===== src/rtl/sdram_ctl.sv =====
// SDRAM responder for the REU DMA sequencer: one access slot and one auto-refresh slot per PHI2
// cycle against a x8 SDR SDRAM, after the power-up init sequence.
module sdram_ctl #(
    parameter int INIT_WAIT = 5000,
    parameter int T_RCD     = 2,
    parameter int CL        = 2,
    parameter int T_RC      = 8,
    parameter int SLOT_REF  = 12
) (
    input  logic        C25M,
    input  logic        nRESET,
    input  logic        PHI2,
    input  logic        RAMRD,
    input  logic        RAMWR,
    input  logic [23:0] RA,
    input  logic [7:0]  Din,
    output logic [7:0]  Dout,
    output logic        Ready,
    output logic        CKE,
    output logic        nCS,
    output logic        nRAS,
    output logic        nCAS,
    output logic        nWE,
    output logic [1:0]  BA,
    output logic [11:0] SA,
    output logic        DQM,
    output logic [7:0]  DQout,
    output logic        DQoe,
    input  logic [7:0]  DQin
);
    localparam int CW = $clog2(INIT_WAIT + SLOT_REF + T_RC + 1);

    localparam logic [CW-1:0] CNT_MAX  = '1;
    localparam logic [CW-1:0] CNT_ONE  = CW'(1);
    localparam logic [CW-1:0] CNT_INIT = CW'(INIT_WAIT);
    localparam logic [CW-1:0] CNT_TRC  = CW'(T_RC);
    localparam logic [CW-1:0] CNT_MRD  = CW'(2);
    localparam logic [CW-1:0] CNT_TRCD = CW'(T_RCD);
    localparam logic [CW-1:0] CNT_DOUT = CW'(T_RCD + CL + 2);
    localparam logic [CW-1:0] CNT_REF  = CW'(SLOT_REF - 1);
    localparam logic [CW-1:0] CNT_END  = CW'(SLOT_REF + T_RC - 2);

    // Burst length 1, sequential, single-location writes
    localparam logic [11:0] MODE_WORD = {5'b00000, 3'(CL), 4'b0000};

    localparam logic [3:0] CMD_RST = 4'b1111;
    localparam logic [3:0] CMD_NOP = 4'b0111;
    localparam logic [3:0] CMD_ACT = 4'b0011;
    localparam logic [3:0] CMD_RD  = 4'b0101;
    localparam logic [3:0] CMD_WR  = 4'b0100;
    localparam logic [3:0] CMD_PC  = 4'b0010;
    localparam logic [3:0] CMD_REF = 4'b0001;
    localparam logic [3:0] CMD_MRS = 4'b0000;

    typedef enum logic [2:0] {
        S_WAIT, S_PRE, S_REF1, S_REF2, S_MRS, S_IDLE, S_SLOT
    } state_t;

    state_t       state, stateNext;
    logic [CW-1:0] cnt, cntNext;
    logic [2:0]   phiSync;
    logic [3:0]   cmdReg, cmdNext;
    logic [1:0]   baReg, baNext;
    logic [11:0]  saReg, saNext;
    logic         dqmReg, dqmNext, dqoeReg, dqoeNext, readyReg, readyNext, ckeReg;
    logic [7:0]   dqoutReg, dqoutNext, doutReg, doutNext, dinReg, dinNext, dqInReg;
    logic         pendRd, pendRdNext, pendWr, pendWrNext;
    logic [9:0]   colReg, colNext;
    logic         phiFall;

    assign phiFall = !phiSync[1] && phiSync[2];

    always_ff @(posedge C25M or negedge nRESET) begin
        if (!nRESET) begin
            state    <= S_WAIT;
            cnt      <= '0;
            phiSync  <= '0;
            cmdReg   <= CMD_RST;
            baReg    <= '0;
            saReg    <= '0;
            dqmReg   <= 1'b1;
            dqoeReg  <= 1'b0;
            dqoutReg <= '0;
            doutReg  <= '0;
            readyReg <= 1'b0;
            ckeReg   <= 1'b0;
            pendRd   <= 1'b0;
            pendWr   <= 1'b0;
            colReg   <= '0;
            dinReg   <= '0;
            dqInReg  <= '0;
        end else begin
            state    <= stateNext;
            cnt      <= cntNext;
            phiSync  <= {phiSync[1:0], PHI2};
            cmdReg   <= cmdNext;
            baReg    <= baNext;
            saReg    <= saNext;
            dqmReg   <= dqmNext;
            dqoeReg  <= dqoeNext;
            dqoutReg <= dqoutNext;
            doutReg  <= doutNext;
            readyReg <= readyNext;
            ckeReg   <= 1'b1;
            pendRd   <= pendRdNext;
            pendWr   <= pendWrNext;
            colReg   <= colNext;
            dinReg   <= dinNext;
            dqInReg  <= DQin;
        end
    end

    always_comb begin
        stateNext  = state;
        cntNext    = (cnt == CNT_MAX) ? cnt : cnt + 1'b1;
        cmdNext    = CMD_NOP;
        baNext     = baReg;
        saNext     = saReg;
        dqmNext    = 1'b1;
        dqoeNext   = 1'b0;
        dqoutNext  = dqoutReg;
        doutNext   = doutReg;
        readyNext  = readyReg;
        pendRdNext = pendRd;
        pendWrNext = pendWr;
        colNext    = colReg;
        dinNext    = dinReg;
        case (state)
            S_WAIT: if (cnt == CNT_INIT) begin
                cmdNext = CMD_PC; saNext = 12'h400; cntNext = CNT_ONE; stateNext = S_PRE;
            end
            S_PRE: if (cnt == CNT_TRC) begin
                cmdNext = CMD_REF; cntNext = CNT_ONE; stateNext = S_REF1;
            end
            S_REF1: if (cnt == CNT_TRC) begin
                cmdNext = CMD_REF; cntNext = CNT_ONE; stateNext = S_REF2;
            end
            S_REF2: if (cnt == CNT_TRC) begin
                cmdNext = CMD_MRS; baNext = 2'b00; saNext = MODE_WORD;
                cntNext = CNT_ONE; stateNext = S_MRS;
            end
            S_MRS: if (cnt == CNT_MRD) begin
                readyNext = 1'b1; stateNext = S_IDLE;
            end
            S_IDLE: if (phiFall) begin
                // cnt counts cycles since the detected fall, so cnt==k in cycle F+k
                cntNext    = CNT_ONE;
                stateNext  = S_SLOT;
                pendRdNext = RAMRD;
                pendWrNext = RAMWR && !RAMRD;
                colNext    = RA[9:0];
                dinNext    = Din;
                if (RAMRD || RAMWR) begin
                    cmdNext = CMD_ACT; baNext = RA[23:22]; saNext = RA[21:10];
                end
            end
            S_SLOT: begin
                if (cnt == CNT_TRCD && (pendRd || pendWr)) begin
                    cmdNext    = pendRd ? CMD_RD : CMD_WR;
                    saNext     = {1'b0, 1'b1, colReg};
                    dqmNext    = 1'b0;
                    dqoeNext   = pendWr;
                    dqoutNext  = pendWr ? dinReg : dqoutReg;
                    pendWrNext = 1'b0;
                end
                // Read data lands CL cycles after RD, then passes the input register
                if (pendRd && cnt == CNT_DOUT) begin
                    doutNext   = dqInReg;
                    pendRdNext = 1'b0;
                end
                if (cnt == CNT_REF) cmdNext = CMD_REF;
                if (cnt == CNT_END) stateNext = S_IDLE;
            end
            default: stateNext = S_WAIT;
        endcase
    end

    assign {nCS, nRAS, nCAS, nWE} = cmdReg;
    assign BA    = baReg;
    assign SA    = saReg;
    assign DQM   = dqmReg;
    assign DQoe  = dqoeReg;
    assign DQout = dqoutReg;
    assign Dout  = doutReg;
    assign Ready = readyReg;
    assign CKE   = ckeReg;
endmodule


===== config.mk =====
export PLATFORM = sky130hd
export DESIGN_NAME = sdram_ctl
export DESIGN_NICKNAME = d
export VERILOG_FILES = /design/src/rtl/sdram_ctl.sv
export SDC_FILE = /design/constraint.sdc
export NUM_CORES = 1
export LEC_CHECK = 0
export ABC_AREA = 0
export ABC_CLOCK_PERIOD_IN_PS = 2100
export CORE_MARGIN = 8
export CORE_UTILIZATION = 45
export DETAILED_ROUTE_END_ITERATION = 16
export PLACE_DENSITY = 0.83
export SETUP_SLACK_MARGIN = 0.05
export SLEW_MARGIN = 20
export SYNTH_ARGS = -nofsm -noshare
export SYNTH_HDL_FRONTEND = slang
export SYNTH_SLANG_ARGS = --single-unit

===== constraint.sdc =====
create_clock -name C25M -period 2.1 [get_ports C25M]
set_input_delay 0.315 -clock C25M [delete_from_list [all_inputs] [get_ports C25M]]
set_output_delay 0.315 -clock C25M [all_outputs]
set_load 0.05 [all_outputs]

-- Word-level counts from Yosys, hierarchy flattened
Cells that the tools add are included.
- bits in registers: 85
- input port bits: 45
- word-level logic and storage cells: 106
- $add $sub $neg: 1
- reduce and logical (&&, ||, !) cells: 23
- equal/unequal tests: 23
- muxes and demuxes: 42
- operator list (operator ; number):
    $mux 12 ; 5
    $mux 13 ; 4
    $pmux 12 s4 ; 1
    $pmux 13 s3 ; 1
    $mux 3 ; 12
    $eq 13x13->1 const B ; 2
    $eq 13x4->1 const B ; 2
    $pmux 3 s7 ; 1
    $ne 2x2->1 const B ; 10
    $pmux 4 s5 ; 1
    $add 13x1->13 const B ; 1
    $eq 13x2->1 const B ; 1
    $eq 13x3->1 const B ; 1
    $eq 13x5->1 const B ; 1
    $eq 3x3->1 const B ; 3
    $mux 1 ; 9
    $reduce_and 3->1 ; 3
    $mux 2 ; 4
    $reduce_and 7->1 ; 1
    $eq 3x2->1 const B ; 2
    $reduce_and 2->1 ; 3
    $reduce_and 6->1 ; 1
    $logic_and 1x1->1 ; 4
    $mux 4 ; 1
    11 further kinds ; 15

-- Longest topological paths before layout
Gate-level depths: netlist (run 1).
- word-level depth: 5
- gate-level depth with buffers: 9
- mapped depth without buffers: 8

-- Least setup slack after synthesis (run 1)
Ideal clock, no wire load.
- path type: register to register
- start: register cnt[0]
- end: register saReg[10], in the netlist SA[10]
- stages on the path, launching flop included: 10
- slack: 133 ps
- setup time: 125 ps
- period minus slack after synthesis: 1967 ps
- arrival time: 1842 ps
- cells stage by stage: dfrtp_1 > inv_1 > ha_1 > nor3b_2 > o21a_1 > a21o_1 > a21oi_2 > nor2_2 > buf_4 > mux2_4
- word-level cells in the longest chain between the ends: 4
- ends and longest elaborated chain (what ; line ; RTL):
    from (decl) ; 60 ; logic [CW-1:0] cnt, cntNext;
    from (signal assigned) ; 94 ; cnt <= cntNext;
    $eq 13x2->1 ; 158 ; if (cnt == CNT_TRCD && (pendRd || pendWr)) begin
    $logic_and 1x1->1 ; 158 ;
    $ne 2x2->1 (no source line) ; - ;
    $reduce_and 6->1 (no source line) * ; - ;
    to (signal assigned) ; 98 ; saReg <= saNext;
    to (decl) ; 64 ; logic [11:0] saReg, saNext;
Every way passes the cells marked *; elsewhere a longest branch is shown, timed or not.
A chain may end at the register's enable or synchronous reset.

-- Worst setup path after layout (run 1)
- start: register cnt[1]
- end: register saReg[1], in the netlist SA[1]
Same word-level chain as after synthesis.

==> out/results.ini, run 1 <==
[detailed_routing]
wirelength_um=8833
first_iter_violations=169
wl_per_cell_um=16.82
vias=2877
drtAntennaViolNets=0
drc=0
viasPerCell=5.480
first_pass_iters=7

[setup_path]
critPathLaunchType=flop
endpoint_kind=flop
crit_path_max_fanout=11
reg2reg_from=cnt[1]
critical_path_arrival_ns=2.25
path_class=flop to flop
crit_required_ns=2.34
critPathLaunch=cnt[1]

[yosys]
synth-simple-area-share=0.1323
syn_inst=309
synthAdderAreaFrac=0.009997
ys.flop_type=dfrtp_1
synth_compound_area_frac=0.1290
synth_edf_count=0
synth_top_family_by_area=simple AND/OR/NAND/NOR gates
syn-num-nets=357
synth_seq_cells=85
ys_types=59
synth_xor_area_frac=0.01633
yosysSeqAreaShare=0.5681
postSynthAreaPerCell_um2=12.15
synth_area_mm2=0.003755
synth_warnings=0
synth.area.mux_share=0.1090
synth-async-reset-ratio=1.000

[sta]
tns_ns=0
rsz0062_at_grt=yes
period_minus_slack_ns=2.011
tightest_slew_ns=0.5312
min_period_over_period=0.9578
setup_viol=0
maxSlewHeadroom=0.6447
fmax_ghz=0.4972
finalMaxSlewViolations=0
worst_slack_ns=0.08867
hold_viol=0
clock_skew_ns=0.009466

[layout]
n_fill_cell=615
drive_gt1_frac=0.2333
final_nets=463
design_area_mm2=0.005110
layoutNonFillerInstCount=525
area_growth_syn_to_layout_pct=36.09
n_antenna_cell=0

[hold_path]
worstHoldStart=phiSync[0]
hp-class=flop to flop

[clocking]
numCtsBuffers=9
clk_pin_slew_ns=0.09
cts_tree=done
clkLatencyLatePin_ns=0.35
htree_num_levels=3
clock_sinks=85
cts_root_buf=clkbuf_8
clock_path_buffers=2

[power_and_ir_drop]
powerDensity_mw_per_mm2=581.3
p_leak_nw=2.316
power_mw=2.971
max-vdd-ir-drop_mv=0.6046

[floorplan]
ios=83
start_util=0.4616
die_w_um=107.3
die-area_mm2=0.01152
chipHeight_um=107.3
core_area_mm2=0.008134
num_rows=33

[placed_design]
dp_hpwl_um=6508
gp_congestion=0.8609
dpl_worst_slack_ns=0.006729
placedCellCount=501
placed_area_mm2=0.004796
portBuffers=82

[global_routing]
track_usage=0.1547
grt_max_degree=37
grt_pass1_wl_um=14350
grt_pass1_vias=2972
antenna_found_initial=0
gr-total-overflow=0

[job]
cap_violations=0

[status]
status=complete, no violations

placed cells by master (no fill, tap or decap), types with 3 or more instances in the layout:
master            n
dfrtp_1          80
nor2b_1           4
dfstp_2           5
nand2_1          23
nand3_1           8
o21ai_0           9
inv_1             6
xor2_1            5
nor2_1           25
mux2_2           26
clkbuf_8         10
and2_1            3
clkdlybuf4s50_1  81
nand4_1           4
mux2_1            9
o21ai_1           4
buf_4            26
a221o_1           9
o22a_1            9
a21oi_1           7
where the power goes:
part	internal, mW	switching [mW]	leakage, nW
combinational	0.0825	0.0561	1.09
clock	0.590	0.589	0.103
sequential	1.65	0.00373	1.12
final cells by class:
| cell class | count | area (um2) | share of cell area |
|---|---|---|---|
| Inverter | 7 | 26.28 | 0.005142 |
| Sequential cell | 85 | 2133 | 0.4175 |
| Timing Repair Buffer | 112 | 1072 | 0.2098 |
| Multi-Input combinational cell | 200 | 1540 | 0.3014 |
| Tap cell | 105 | 131.4 | 0.02571 |
| Clock inverter | 6 | 68.82 | 0.01347 |
| Clock buffer | 10 | 137.6 | 0.02693 |
worst paths after layout:
kind | to | slack, ns | depth (start not counted)
worst min register to register | phiSync[1] | 0.36 | 0
min in group asynchronous | dqInReg[0] | 0.48 | 2
worst max-delay path | SA[1] | 0.09 | 9
max in group asynchronous | cmdReg[2] | 0.95 | 3
worst min-delay path | phiSync[1] | 0.36 | 0
worst max register to register | SA[1] | 0.09 | 9
per-stage QoR:
step | hold slack [ns] | util
5_1_grt | 0.3726 | 0.6282
6_report | 0.3563 | 0.6282
2_1_floorplan | 0.01941 | -
3_3_place_gp | 0.2869 | 0.5896
3_5_place_dp | 0.2936 | 0.5896
4_1_cts | 0.3599 | 0.6165
synth_stat cells (5+ instances only):
library cell   n  share of area
a21oi_1        7         0.0093
a221o_1        9          0.024
buf_2          7         0.0093
clkbuf_1       5         0.0050
dfrtp_1       80           0.53
dfstp_2        5          0.035
inv_1          7         0.0070
mux2_1         9          0.027
mux2_2        26          0.078
nand2_1       23          0.023
nand3_1        8          0.011
nor2_1        25          0.025
o21ai_0       10          0.013
o22a_1         9          0.021
xor2_1         5          0.012
worst max-delay path: stages, from the launching register on:
cell and delay, ns:
dfrtp_1 0.43, inv_2 0.08, ha_1 0.13, and3b_2 0.28
nand4_4 0.10, a31oi_4 0.18, nand2_2 0.10, buf_6 0.15
a221o_1 0.27, o22a_1 0.18
flip-flops by register name, summed over array words and instances, names as in the netlist:
register	count
BA	2
CKE	1
DQM	1
DQoe	1
DQout	8
Dout	8
Ready	1
SA	12
cmdReg	4
cnt	13
colReg	10
dinReg	8
dqInReg	8
pendRd	1
pendWr	1
phiSync	3
state	3
timing repair:
item | CTS | global route
setup buffers | 0 | 7
pin swaps | 1 | 6
hold endpoints to repair | 31 | 0
endpoints found under the setup margin | 16 | 23
resized for setup | 2 | 11
hold buffers | 1 | 0
kinds of logic after synthesis:
kind of cell	Yosys count
simple gates	89
flops	85
compound gates	63
mux	36
buf+inv	24
xor+xnor	7
fa+ha+maj	3
other cells	2
layer usage:
metal	share of wire	track usage	vias up
li1	-	-	1328
met1	0.41	0.1921	1430
met2	0.49	0.2467	102
met3	0.074	0.04371	17
met4	0.019	0.06739	0
met5	0	0	-
No activity file was read; power rests on OpenSTA's default activity.
==> run 2, diff against run 1 <==
CORE_ASPECT_RATIO = 1.2   (was not set)
CORE_UTILIZATION = 47   (was 45)
CTS_BUF_LIST = sky130_fd_sc_hd__clkbuf_8   (was not set)
PLACE_DENSITY = 0.86   (was 0.83)
==> run 2 against run 1 <==
Net effect: non-clock buffer count is 4 lower; design area shrank 1.5%; core utilization is 2.5 points higher; fmax up 0.55%; largest power group unchanged; first-iteration DRC count increased by 37%; largest cell class unchanged; combinational power is essentially flat; flip-flop and latch count unchanged.
==> out/results.ini, run 2 (synthesis results as in run 1) <==
[job]
cap_violations=0  ; unchanged

[floorplan]
start_util=0.4872  ; +0.02555
ios=83  ; unchanged
chipHeight_um=113.9  ; +6.1%
num_rows=35  ; +6.1%
core_area_mm2=0.007707  ; -5.2%
die-area_mm2=0.01112  ; -3.5%
die_w_um=97.60  ; -9.1%

[setup_path]
r2r-end=SA[9]
path_class=flop to flop
endpoint_kind=flop
critPathMaxStageDelay_ns=0.42  ; about the same
reg2reg_depth=9  ; unchanged
critPathLaunchType=flop
rrSetupSlack_ns=0.1  ; about the same
reg2reg_from=cnt[1]
crit_path_max_fanout=11  ; unchanged
crit_chain=inv_1 -> ha_1 -> and3b_2 -> nand4_4 -> a31oi_4 -> nand2_2 -> buf_4 -> a221o_1 -> o22a_1
critical_path_arrival_ns=2.25  ; about the same
crit_slowest_cell=dfrtp_1
crit_required_ns=2.35  ; about the same

[clocking]
clk_pin_slew_ns=0.09  ; about the same
cts_tree=done
numCtsBuffers=9  ; unchanged
clock_sinks=85  ; unchanged
cts_root_buf=clkbuf_8
clkLatencyLatePin_ns=0.36  ; about the same
clock_path_buffers=2  ; unchanged
htree_num_levels=3  ; unchanged

[layout]
largest_reg_flops=13  ; unchanged
area_growth_syn_to_layout_pct=33.99
layoutNonFillerInstCount=509  ; -3.0%
n_fill_cell=566  ; -8.0%
n_antenna_cell=0  ; unchanged
mostFrequentLayoutCells=dfrtp_1, clkdlybuf4s50_1, mux2_2
top_register=cnt
final_nets=460  ; -0.65%
drive_gt1_frac=0.2182  ; -0.01511

[placed_design]
placedCellCount=487  ; -2.8%
portBuffers=82  ; unchanged
gp_congestion=0.8837  ; +2.6%
dp_hpwl_um=6610  ; +1.6%

[power_and_ir_drop]
powerDensity_mw_per_mm2=594.1  ; +2.2%
p_leak_nw=2.290  ; -1.1%
p_int_mw=2.298  ; -0.99%
p_sw_mw=0.6903  ; +6.3%
swShare=0.2310  ; +0.01246
max-vdd-ir-drop_mv=0.5943  ; -1.7%
combPwrFrac=0.046  ; about the same
p_clk_frac=0.401  ; +0.004
pwr-share-seq=0.553  ; -0.003

[global_routing]
grt_pass1_vias=2906  ; -2.2%
grt_pass1_wl_um=14250  ; -0.68%
gr-total-overflow=0  ; unchanged
track_usage=0.1577  ; +0.002972
antenna_found_initial=0  ; unchanged
grt_max_degree=49  ; +32%

[sta]
tns_ns=0  ; unchanged
hold_viol=0  ; unchanged
fmax_ghz=0.4999  ; +0.55%
maxSlewHeadroom=0.6455  ; +0.0007090
rsz0062_at_grt=yes
clock_skew_ns=0.01051  ; +0.001042 ns
finalMaxSlewViolations=0  ; unchanged
setup_viol=0  ; unchanged
tightest_slew_ns=0.5302  ; -0.001060 ns
min_period_over_period=0.9526  ; -0.005199
period_minus_slack_ns=2.000  ; -0.01092 ns

[hold_path]
min_to=phiSync[1]
hp-class=flop to flop
whs_path_depth=0  ; unchanged
worstHoldStart=phiSync[0]

[detailed_routing]
drc=0  ; unchanged
vias=2797  ; -2.8%
first_iter_violations=231  ; +37%
wirelength_um=8804  ; -0.33%
wl_per_cell_um=17.30  ; +2.8%
first_pass_iters=4  ; -3
viasPerCell=5.495  ; +0.28%
drtAntennaViolNets=0  ; unchanged

[status]
status=complete, no violations

==> run 2: final cells by class <==
cell class                      count  area [um2]  area share
Clock buffer                        9       123.9     0.02462
Timing Repair Buffer              108        1039      0.2064
Sequential cell                    85        2133      0.4240
Inverter                            7       26.28    0.005223
Clock inverter                      7       80.08     0.01592
Tap cell                           92       115.1     0.02288
Multi-Input combinational cell    201        1514      0.3009
==> run 2: worst max-delay path, delay by kind of cell (launching register included) <==
| kind | cells | cell delay, ns |
|---|---|---|
| AO/OA/AOI/OAI | 3 | 0.62 |
| adder cells (fa/ha/maj) | 1 | 0.13 |
| buffers and inverters | 2 | 0.25 |
| flip-flops | 1 | 0.42 |
| AND/OR/NAND/NOR | 3 | 0.45 |
==> run 2: power by group through the flow <==
stage / logic, mW / clock network (mW) / registers, mW
3_5_place_dp: 0.138 / 0 / 1.68
6_report: 0.137 / 1.20 / 1.65
4_1_cts: 0.141 / 1.23 / 1.65
3_3_place_gp: 0.136 / 0 / 1.68
2_1_floorplan: 0.00495 / 0 / 1.69
5_1_grt: 0.149 / 1.28 / 1.65
==> run 2: layer usage <==
metal | part of all wire | global-route usage
met5 | 0 | 0
met4 | 0.025 | 0.09211
met2 | 0.51 | 0.2627
met1 | 0.40 | 0.1785
met3 | 0.061 | 0.04172
==> run 2: stage by stage <==
| stage | power, mW | util | setup WS [ns] | hold WS, ns | area [um2] |
|---|---|---|---|---|---|
| 3_5_place_dp | 1.823 | 0.6188 | 0.05070 | 0.3117 | 4770 |
| 6_report | 2.989 | 0.6528 | 0.09959 | 0.3534 | 5031 |
| 5_1_grt | 3.082 | 0.6528 | 0.02541 | 0.3609 | 5031 |
| 3_3_place_gp | 1.820 | 0.6188 | 0.09883 | 0.3016 | 4770 |
| 4_1_cts | 3.025 | 0.6468 | 0.07355 | 0.3549 | 4985 |
| 2_1_floorplan | 1.696 | - | 0.1331 | 0.01941 | 3755 |
==> run 2: timing repair <==
item | in CTS | in global routing
hold buffers | 1 | 0
cloned | 0 | 1
pin swaps | 0 | 3
gates resized for setup | 1 | 3
buffers inserted | 0 | 4
setup endpoints to repair | 7 | 23
hold endpoints to repair | 33 | 0
==> run 2: worst max-delay path by stage <==
stage	start	to	cells after the start	slack [ns]
2_1_floorplan	cnt[0]	SA[10]	9	0.13
5_1_grt	cnt[1]	cnt[7]	9	0.03
3_5_place_dp	cnt[1]	SA[4]	9	0.05
6_report	cnt[1]	SA[9]	9	0.1
4_1_cts	cnt[7]	Dout[5]	5	0.07
3_3_place_gp	cnt[1]	SA[2]	9	0.1
==> run 3, diff against run 2 <==
TNS_END_PERCENT = 20   (was not set)
==> run 3 against run 2 <==
Net effect: sequential power is essentially flat; final cell count shrank 0.39%; register-to-register slack is essentially flat; global-route usage is the same; sequential share of layout area grew 0.20 points; first-iteration DRC count shrank 9.5%; non-clock buffer count shrank 2; fmax shrank 0.36%; clock power is essentially flat; core utilization shrank 0.31 points; critical path type unchanged; largest power group unchanged.
==> out/results.ini, run 3 (synthesis results as in run 1) <==
[sta]
maxSlewHeadroom=0.6452  ; about the same
finalMaxSlewViolations=0  ; unchanged
tightest_slew_ns=0.5306  ; +0.0004267 ns
period_minus_slack_ns=2.008  ; +0.007186 ns
hold_viol=0  ; unchanged
min_period_over_period=0.9560  ; +0.003422
fmax_ghz=0.4981  ; -0.36%
rsz0062_at_grt=yes
setup_viol=0  ; unchanged
hold_ws_ns=0.3533  ; -0.00005000 ns
clock_skew_ns=0.01051  ; -0.0000002000 ns
tns_ns=0  ; unchanged

[global_routing]
grt_max_degree=49  ; unchanged
antenna_found_initial=0  ; unchanged
track_usage=0.1577  ; unchanged
gr-total-overflow=0  ; unchanged
grt_pass1_vias=2906  ; unchanged
grt_pass1_wl_um=14250  ; unchanged

[clocking]
clock_sinks=85  ; unchanged
clock_path_buffers=2  ; unchanged
clk_pin_slew_ns=0.09  ; about the same
cts_root_buf=clkbuf_8
cts_tree=done
numCtsBuffers=9  ; unchanged
htree_num_levels=3  ; unchanged
clkLatencyLatePin_ns=0.36  ; about the same

[setup_path]
crit_slowest_cell=dfrtp_1
path_class=flop to flop
path_buf_inv=2  ; unchanged
critPathLaunchType=flop
crit_path_max_fanout=11  ; unchanged
critPathMaxStageDelay_ns=0.42  ; about the same
crit_chain=inv_1 -> ha_1 -> and3b_2 -> nand4_2 -> a31oi_4 -> nand2_2 -> buf_4 -> a221o_1 -> o22a_1
critPathTopFamily=compound AO/OA/AOI/OAI gates
critical_path_arrival_ns=2.25  ; about the same
crit_required_ns=2.35  ; about the same
endpoint_kind=flop

[detailed_routing]
wirelength_um=8785  ; -0.22%
drc=0  ; unchanged
viasPerCell=5.527  ; +0.57%
first_pass_iters=4  ; unchanged
wl_per_cell_um=17.33  ; +0.18%
vias=2802  ; +0.18%
drtAntennaViolNets=0  ; unchanged
first_iter_violations=209  ; -9.5%

[hold_path]
hp-class=flop to flop

[power_and_ir_drop]
powerDensity_mw_per_mm2=596.4  ; +0.40%
max-vdd-ir-drop_mv=0.5941  ; about the same
p_leak_nw=2.275  ; -0.66%

[layout]
largest_reg_flops=13  ; unchanged
mostFrequentLayoutCells=dfrtp_1, clkdlybuf4s50_1, mux2_2
n_fill_cell=572  ; +1.1%
drive_gt1_frac=0.2145  ; -0.003768
top_register=cnt
n_antenna_cell=0  ; unchanged
multi_input_area_mm2=0.001505  ; -0.58%
final_nets=458  ; -0.43%
area_growth_syn_to_layout_pct=33.36
design_area_mm2=0.005007  ; -0.47%
area.sequential_mm2=0.002133  ; unchanged

[status]
status=complete, no violations

[floorplan]
ios=83  ; unchanged
num_rows=35  ; unchanged
chipHeight_um=113.9  ; unchanged
die_w_um=97.60  ; unchanged
start_util=0.4872  ; unchanged
die-area_mm2=0.01112  ; unchanged
core_area_mm2=0.007707  ; unchanged

[placed_design]
placed_area_mm2=0.004770  ; unchanged
dp_hpwl_um=6610  ; unchanged
gp_congestion=0.8837  ; unchanged
portBuffers=82  ; unchanged

[job]
cap_violations=0  ; unchanged

-- run 3: worst register-to-register path, cell delays in order, from the launching register on --
cell and delay, ns:
dfrtp_1 0.42, inv_1 0.08, ha_1 0.13, and3b_2 0.24
nand4_2 0.12, a31oi_4 0.18, nand2_2 0.09, buf_4 0.17
a221o_1 0.27, o22a_1 0.18
-- run 3: area by class of cell --
type                    count  share of cell area
multi-input cells         201              0.3006
clock buffers               9             0.02474
well taps                  92             0.02299
clock inverters             7             0.01599
flip-flops and latches     85              0.4260
repair buffers            106              0.2044
inverters                   7            0.005247
-- run 3: what timing repair did --
item / in CTS / in global routing
buffers inserted: 0 / 2
hold buffers: 1 / 0
pin swaps: 0 / 2
cloned: 0 / 1
endpoints found under the hold margin: 33 / 0
resized for setup: 1 / 1
endpoints found under the setup margin: 7 / 23
-- run 3: final timing paths --
path                                    to  slack, ns  depth (start not counted)  startpoint
worst max-delay path                 SA[9]       0.09                          9      cnt[1]
worst min-delay path            phiSync[1]       0.35                          0  phiSync[0]
worst max register to register       SA[9]       0.09                          9      cnt[1]
worst min register to register  phiSync[1]       0.35                          0  phiSync[0]
max in group asynchronous        cmdReg[3]       0.96                          3      nRESET
min in group asynchronous          cnt[10]       0.47                          2      nRESET
-- run 3: metrics by stage --
| stage | setup slack [ns] | util | power (mW) | std cells |
|---|---|---|---|---|
| after floorplan | 0.1331 | - | 1.696 | 309 |
| after global placement | 0.09883 | 0.6188 | 1.820 | 487 |
| after detailed placement | 0.05070 | 0.6188 | 1.823 | 487 |
| after CTS | 0.07355 | 0.6468 | 3.025 | 504 |
| after global routing | 0.02144 | 0.6497 | 3.082 | 507 |
| final | 0.09240 | 0.6497 | 2.986 | 507 |
-- run 3: layer usage --
| layer | track usage | up-vias | part of all wire |
|---|---|---|---|
| li1 | - | 1322 | - |
| met1 | 0.1785 | 1365 | 0.40 |
| met5 | 0 | - | 0 |
| met4 | 0.09211 | 0 | 0.025 |
| met2 | 0.2627 | 99 | 0.51 |
| met3 | 0.04172 | 16 | 0.064 |
-- run 3: where the power goes --
part	internal, mW	leakage, nW	switching, mW
registers	1.65	1.12	0.00312
logic	0.0815	1.05	0.0558
clock network	0.568	0.103	0.629
